## src/rtl/blur_seq_pkg.sv

```systemverilog
`default_nettype none
// ============================================================================
// Module      : blur_seq_pkg
// Description : Shared types, defaults and helpers for the blur pipeline
//               sequencer (state encoding, default widths, bit search).
// Revision    : 1.0 - initial release
// ============================================================================
package blur_seq_pkg;

    typedef enum logic [2:0] {
        IDLE   = 3'd0,
        START  = 3'd1,
        RUN    = 3'd2,
        SETTLE = 3'd3,
        FINISH = 3'd4
    } seq_state_t;

    localparam int DEFAULT_ADDR_W = 19;
    localparam int DEFAULT_DATA_W = 36;
    localparam int MAX_STAGES     = 8;

    // Index of the lowest set bit of an 8-bit mask; 0 when the mask is empty.
    function automatic logic [2:0] lowest_set_bit(input logic [7:0] m);
        lowest_set_bit = 3'd0;
        for (int i = MAX_STAGES - 1; i >= 0; i--) begin
            if (m[i]) begin
                lowest_set_bit = 3'(i);
            end
        end
    endfunction

endpackage
`default_nettype wire

```

## src/rtl/blur_pipeline_sequencer_mem_port_mux.sv

```systemverilog
`default_nettype none
// ============================================================================
// Module      : mem_port_mux
// Description : Combinational NUM_STAGES:1 selector for the shared frame
//               memory port. Forces every output to zero when the select is
//               not valid.
// Revision    : 1.0 - initial release
// ============================================================================
module mem_port_mux
    import blur_seq_pkg::*;
#(
    parameter int NUM_STAGES = 3,
    parameter int ADDR_W     = DEFAULT_ADDR_W,
    parameter int DATA_W     = DEFAULT_DATA_W
) (
    input  logic [2:0]                   sel,
    input  logic                         sel_valid,
    input  logic [NUM_STAGES*ADDR_W-1:0] read_addr_in,
    input  logic [NUM_STAGES*ADDR_W-1:0] write_addr_in,
    input  logic [NUM_STAGES*DATA_W-1:0] write_data_in,
    input  logic [NUM_STAGES-1:0]        write_valid_in,
    output logic [ADDR_W-1:0]            read_addr,
    output logic [ADDR_W-1:0]            write_addr,
    output logic [DATA_W-1:0]            write_data,
    output logic                         write_valid
);

    // Pick the selected stage's fields; out-of-range selects read as zero.
    always_comb begin
        read_addr   = '0;
        write_addr  = '0;
        write_data  = '0;
        write_valid = 1'b0;
        if (sel_valid) begin
            for (int k = 0; k < NUM_STAGES; k++) begin
                if (sel == 3'(k)) begin
                    read_addr   = read_addr_in[k*ADDR_W +: ADDR_W];
                    write_addr  = write_addr_in[k*ADDR_W +: ADDR_W];
                    write_data  = write_data_in[k*DATA_W +: DATA_W];
                    write_valid = write_valid_in[k];
                end
            end
        end
    end

endmodule
`default_nettype wire

```

## src/rtl/blur_pipeline_sequencer.sv

```systemverilog
`default_nettype none
// ============================================================================
// Module      : blur_pipeline_sequencer
// Description : Runs the enabled frame-processing stages one at a time on a
//               shared frame-memory port: one-cycle start pulse per stage,
//               waits for its done, steers the memory port to it.
//               Optional watchdog: define SEQ_WATCHDOG_EN to add the TIMEOUT
//               parameter and the sticky timeout output.
// Revision    : 1.0 - initial release
// ============================================================================
module blur_pipeline_sequencer
    import blur_seq_pkg::*;
#(
    parameter int NUM_STAGES = 3,
    parameter int ADDR_W     = DEFAULT_ADDR_W,
    parameter int DATA_W     = DEFAULT_DATA_W
`ifdef SEQ_WATCHDOG_EN
    ,
    parameter int TIMEOUT    = 2**22
`endif
) (
    input  logic                         clk,
    input  logic                         reset,
    input  logic                         go,
    input  logic                         abort,
    input  logic [NUM_STAGES-1:0]        stage_en,
    output logic [NUM_STAGES-1:0]        stage_start,
    input  logic [NUM_STAGES-1:0]        stage_done,
    input  logic [NUM_STAGES*ADDR_W-1:0] stage_read_addr,
    input  logic [NUM_STAGES*ADDR_W-1:0] stage_write_addr,
    input  logic [NUM_STAGES*DATA_W-1:0] stage_write_data,
    input  logic [NUM_STAGES-1:0]        stage_write_valid,
    output logic [ADDR_W-1:0]            mem_read_addr,
    output logic [ADDR_W-1:0]            mem_write_addr,
    output logic [DATA_W-1:0]            mem_write_data,
    output logic                         mem_we,
    output logic                         busy,
    output logic                         done,
    output logic                         aborted,
`ifdef SEQ_WATCHDOG_EN
    output logic                         timeout,
`endif
    output logic [2:0]                   cur_stage
);

    seq_state_t              state_q;
    seq_state_t              state_d;
    logic [7:0]              mask_q;
    logic [7:0]              mask_d;
    logic [7:0]              en_pad;
    logic [7:0]              done_pad;
    logic [7:0]              rem_mask;
    logic [2:0]              cur_q;
    logic [2:0]              cur_d;
    logic                    aborted_q;
    logic                    aborted_d;
    logic                    busy_q;
    logic                    done_q;
    logic [NUM_STAGES-1:0]   start_q;
    logic [NUM_STAGES-1:0]   start_d;
    logic                    kill;
    logic                    sel_valid;
    logic                    sel_write_valid;

    // Widen the per-stage vectors to the full 8-stage index space.
    always_comb begin
        en_pad                     = '0;
        done_pad                   = '0;
        en_pad[NUM_STAGES-1:0]     = stage_en;
        done_pad[NUM_STAGES-1:0]   = stage_done;
    end

    assign rem_mask = mask_q & ~(8'd1 << cur_q);

`ifdef SEQ_WATCHDOG_EN
    localparam int TW = $clog2(TIMEOUT + 1);

    logic [TW-1:0] wd_cnt_q;
    logic          wd_hit;
    logic          timeout_q;

    // Cycle counter; zero outside RUN so it restarts on every RUN entry.
    always_ff @(posedge clk or negedge reset) begin
        if (!reset) begin
            wd_cnt_q <= '0;
        end else if (state_q != RUN) begin
            wd_cnt_q <= '0;
        end else begin
            wd_cnt_q <= wd_cnt_q + 1'b1;
        end
    end

    assign wd_hit = (state_q == RUN) && (wd_cnt_q == TW'(TIMEOUT - 1));

    // Sticky timeout flag, cleared by an accepted go.
    always_ff @(posedge clk or negedge reset) begin
        if (!reset) begin
            timeout_q <= 1'b0;
        end else if ((state_q == IDLE) && go) begin
            timeout_q <= 1'b0;
        end else if (wd_hit) begin
            timeout_q <= 1'b1;
        end
    end

    assign timeout = timeout_q;
    assign kill    = abort | wd_hit;
`else
    assign kill    = abort;
`endif

    // Next-state, mask and stage-selection logic.
    always_comb begin
        state_d   = state_q;
        mask_d    = mask_q;
        cur_d     = cur_q;
        aborted_d = aborted_q;
        case (state_q)
            IDLE: begin
                if (go) begin
                    mask_d    = en_pad;
                    cur_d     = lowest_set_bit(en_pad);
                    aborted_d = 1'b0;
                    state_d   = (|en_pad) ? START : FINISH;
                end
            end
            START: begin
                state_d = RUN;
            end
            RUN: begin
                if (done_pad[cur_q]) begin
                    mask_d = rem_mask;
                    if (|rem_mask) begin
                        cur_d   = lowest_set_bit(rem_mask);
                        state_d = SETTLE;
                    end else begin
                        state_d = FINISH;
                    end
                end
            end
            SETTLE: begin
                state_d = START;
            end
            FINISH: begin
                state_d = IDLE;
            end
            default: begin
                state_d = IDLE;
            end
        endcase
        // Abort (or watchdog expiry) overrides everything outside IDLE.
        if ((state_q != IDLE) && kill) begin
            state_d   = IDLE;
            mask_d    = '0;
            aborted_d = 1'b1;
        end
    end

    // One-hot start pulse aligned with the START state.
    always_comb begin
        start_d = '0;
        for (int k = 0; k < NUM_STAGES; k++) begin
            start_d[k] = (state_d == START) && (cur_d == 3'(k));
        end
    end

    // State and registered outputs.
    always_ff @(posedge clk or negedge reset) begin
        if (!reset) begin
            state_q   <= IDLE;
            mask_q    <= '0;
            cur_q     <= '0;
            aborted_q <= 1'b0;
            busy_q    <= 1'b0;
            done_q    <= 1'b0;
            start_q   <= '0;
        end else begin
            state_q   <= state_d;
            mask_q    <= mask_d;
            cur_q     <= cur_d;
            aborted_q <= aborted_d;
            busy_q    <= (state_d != IDLE);
            done_q    <= (state_d == FINISH);
            start_q   <= start_d;
        end
    end

    assign sel_valid = (state_q == START) || (state_q == RUN) || (state_q == SETTLE);

    mem_port_mux #(
        .NUM_STAGES (NUM_STAGES),
        .ADDR_W     (ADDR_W),
        .DATA_W     (DATA_W)
    ) u_mem_port_mux (
        .sel            (cur_q),
        .sel_valid      (sel_valid),
        .read_addr_in   (stage_read_addr),
        .write_addr_in  (stage_write_addr),
        .write_data_in  (stage_write_data),
        .write_valid_in (stage_write_valid),
        .read_addr      (mem_read_addr),
        .write_addr     (mem_write_addr),
        .write_data     (mem_write_data),
        .write_valid    (sel_write_valid)
    );

    // SETTLE keeps the port selected but blocks writes while addresses move.
    assign mem_we      = sel_write_valid && ((state_q == START) || (state_q == RUN));
    assign stage_start = start_q;
    assign busy        = busy_q;
    assign done        = done_q;
    assign aborted     = aborted_q;
    assign cur_stage   = cur_q;

endmodule
`default_nettype wire

```

## config.mk

```make
export PLATFORM = sky130hd
export DESIGN_NAME = blur_pipeline_sequencer
export DESIGN_NICKNAME = d
export VERILOG_FILES = /design/src/rtl/blur_seq_pkg.sv /design/src/rtl/blur_pipeline_sequencer_mem_port_mux.sv /design/src/rtl/blur_pipeline_sequencer.sv
export SDC_FILE = /design/constraint.sdc
export NUM_CORES = 1
export LEC_CHECK = 0
export CAP_MARGIN = 25
export CORE_AREA = 2 2 125 127
export DETAILED_ROUTE_END_ITERATION = 10
export DIE_AREA = 0 0 127 129
export PLACE_DENSITY = 0.65
export SYNTH_ARGS = -nofsm -noshare
export SYNTH_HDL_FRONTEND = slang
export SYNTH_HIERARCHICAL = 1
export SYNTH_SLANG_ARGS = --single-unit
```

## constraint.sdc

```tcl
create_clock -name clk -period 2.4 [get_ports clk]
set_input_delay 0.48 -clock clk [delete_from_list [all_inputs] [get_ports clk]]
set_output_delay 0.48 -clock clk [all_outputs]
set_load 0.05 [all_outputs]
```

==> impl_metrics.yaml <==
pwr:
  p_per_area_nw_per_um2: 1500
  worst_ir_drop_vdd_mv: 0.7087
  p_leak_nw: 3.162
  power_mw: 13.22
logic_synthesis:
  synth_area_leaders: "a211oi_1 (27%), nor2b_1 (14%), dfrtp_1 (14%)"
  postSynthAreaPerCell_um2: 7.661
  synth_area_um2: 3685
  synthCells: 481
  synth_edf_count: 0
  ys_async_sr_fraction: 1.000
  synth_area_leader_cell: "a211oi_1"
  synth_warnings: 6
  yosysUniqueCellTypes: 48
  syn-num-nets: 716
  synth_top_area_share: 0.2689
  synth-seq-area-share: 0.1358
  synth.ff_latch_count: 20
  synthFlopType: "dfrtp_1"
clocking:
  numCtsBuffers: 3
  h-tree-depth: 1
  cts_tree: "yes"
  root_buffer: "clkbuf_16"
  cts_max_path_buffers: 2
  clk_latency_ps: 250
  cts.sinks: 20
  clk_pin_slew_ps: 60
  postCtsHoldBufs: 0
finish:
  num_antenna_cells: 0
  syn_to_final_growth_pct: 139.3
  regArea_um2: 508.0
  fin_nets: 1027
  n_fill_cell: 1266
  layout_common_cells: "clkdlybuf4s50_1 (241), buf_12 (83), nand2b_1 (74)"
  multi_input_area_um2: 3483
  final_util: 0.5886
  final_layout_size_suffix_gt1_frac: 0.3173
  final_common_cell: "clkdlybuf4s50_1"
global_routing:
  first_global_vias: 4890
  grt_max_degree: 62
  gr-total-overflow: 0
  grt_pass1_wl_um: 27750
  grtUsageTotal: 0.2102
  antenna_found_initial: 0
timing:
  tns_ps: 0
  maxSlewHeadroom: 0.6425
  fmax_mhz: 420.4
  hold_viol_final: 0
  worstMarginPinSlew_ps: 534.6
  finalSetupViolCount: 0
  slew_viol_final: 0
  fin_crit_ps: 2379
  skew_ps: 3.178
  fin_crit_sh: 0.9912
  rsz0062_at_grt: "yes"
worst_hold_path:
  whs_endpoint: "aborted$_DFFE_PN0P_"
  min_path_type: "flip-flop to flip-flop"
  hold_path_depth: 2
  hold_start: "aborted$_DFFE_PN0P_"
floorplan:
  die_x_um: 127
  io_pins: 319
  core_area_um2: 14980
  initial_core_util: 0.2460
  die_area_um2: 16380
  fp.dieH_um: 129
  num_rows: 45
routing:
  avgRoutedWirePerCell_um: 19.50
  dr.pass1.iters: 4
  routed-via-count: 5017
  viasPerCell: 5.125
  drc_errors: 0
  ant_nets: 0
  first_iter_violations: 181
  wl_um: 19090
critical_path:
  r2r_end: "busy$_DFF_PN0_"
  startpoint_type: "flip-flop"
  reg2regPathDepth: 7
  r2r-start: "cur_stage[0]$_DFF_PN0_"
  cp.arrival_ps: 1900
  critPathMaxFanout: 37
  crit_type: "flip-flop to primary output"
  reg2reg_slack_ps: 30
  required_ps: 1920
  end_kind: "primary output"
placement:
  io_buffers: 318
  place_congestion: 0.8575
  dp_hpwl_um: 14780
job:
  drv_cap: 0
run_status:
  status: "finished, final reports clean"
## worst max-delay path, cell delays in order, from the launching register on
cell	delay (ps)
dfrtp_4	550
buf_16	210
clkbuf_16	210
nor2b_1	150
a211oi_1	80
a211oi_2	250
buf_12	180
## worst max path at each step
stage,from,to,slack (ps)
5_1_grt,cur_stage[0]$_DFF_PN0_,stage_start[0]$_DFF_PN0_,-50
6_report,cur_stage[0]$_DFF_PN0_,mem_read_addr[2],20
4_1_cts,cur_stage[0]$_DFF_PN0_,busy$_DFF_PN0_,-8
3_3_place_gp,stage_write_valid[0],mem_we,110
2_1_floorplan,cur_stage[1]$_DFF_PN0_,mem_read_addr[11],-120
3_5_place_dp,cur_stage[0]$_DFF_PN0_,stage_start[0]$_DFF_PN0_,20
## cell type report
class,count,share of cell area
multi-input combinational,401,0.3951
inverter,3,0.001277
tap,188,0.02668
clock buffer,4,0.01008
sequential,20,0.05762
timing repair buffer,363,0.5092
## kinds of logic (layout without fill, tap and decap cells)
logic type,count (synthesis),in the layout,share of synthesized area
simple gates,208,208,0.3504
flops,20,20,0.1358
xor+xnor,1,1,0.002377
compound gates,182,182,0.3969
buf+inv,60,370,0.08421
mux,10,10,0.03022
## registers in the layout (all words and copies together), names as in the netlist
signal       flops
state_q          3
done             1
aborted          1
mask_q           8
cur_stage        3
busy             1
stage_start      3
## Yosys cell counts, types with 3 or more instances
cell type,n
a21oi_1,6
nand2b_1,78
nor2b_1,81
and2_1,5
nand2_1,8
dfrtp_1,20
clkbuf_2,7
o21ai_0,7
nor4b_1,3
buf_6,5
o31ai_1,3
nor3_1,4
a211oi_1,132
mux2i_1,7
a211oi_2,18
clkbuf_1,18
a31oi_1,4
nor2_1,15
buf_4,3
buf_2,22
## routing by layer
layer  vias up  global-route usage  share of wire
met3        33             0.04075          0.075
met5         -                   0              0
met1      2390              0.2514           0.39
met2       214              0.3922           0.52
met4         0             0.04266          0.024
li1       2380                   -              -
## through the flow
step / cell area, um^2 / setup WS, ps / hold slack (ps) / std cells
after floorplan: 4123 / -118.9 / 184.4 / 481
after global placement: 8337 / 108.4 / 503.3 / 958
after detailed placement: 8337 / 21.80 / 501.0 / 958
after CTS: 8531 / -7.630 / 519.9 / 966
after global routing: 8816 / -49.93 / 561.0 / 979
final: 8816 / 21.16 / 513.1 / 979
## power breakdown
group          switching (mW)  leakage (nW)  internal (mW)
Clock                   0.119        0.0442          0.254
Combinational            6.78          2.85           5.54
Sequential             0.0936         0.265          0.432
## repair_timing
| action | 4_1_cts | 5_1_grt |
|---|---|---|
| pin swaps | 2 | 34 |
| endpoints found under the setup margin | 41 | 48 |
| setup buffers | 3 | 11 |
| gates resized for setup | 9 | 29 |
| cloned | 1 | 2 |
No activity file was read; power rests on OpenSTA's default activity.
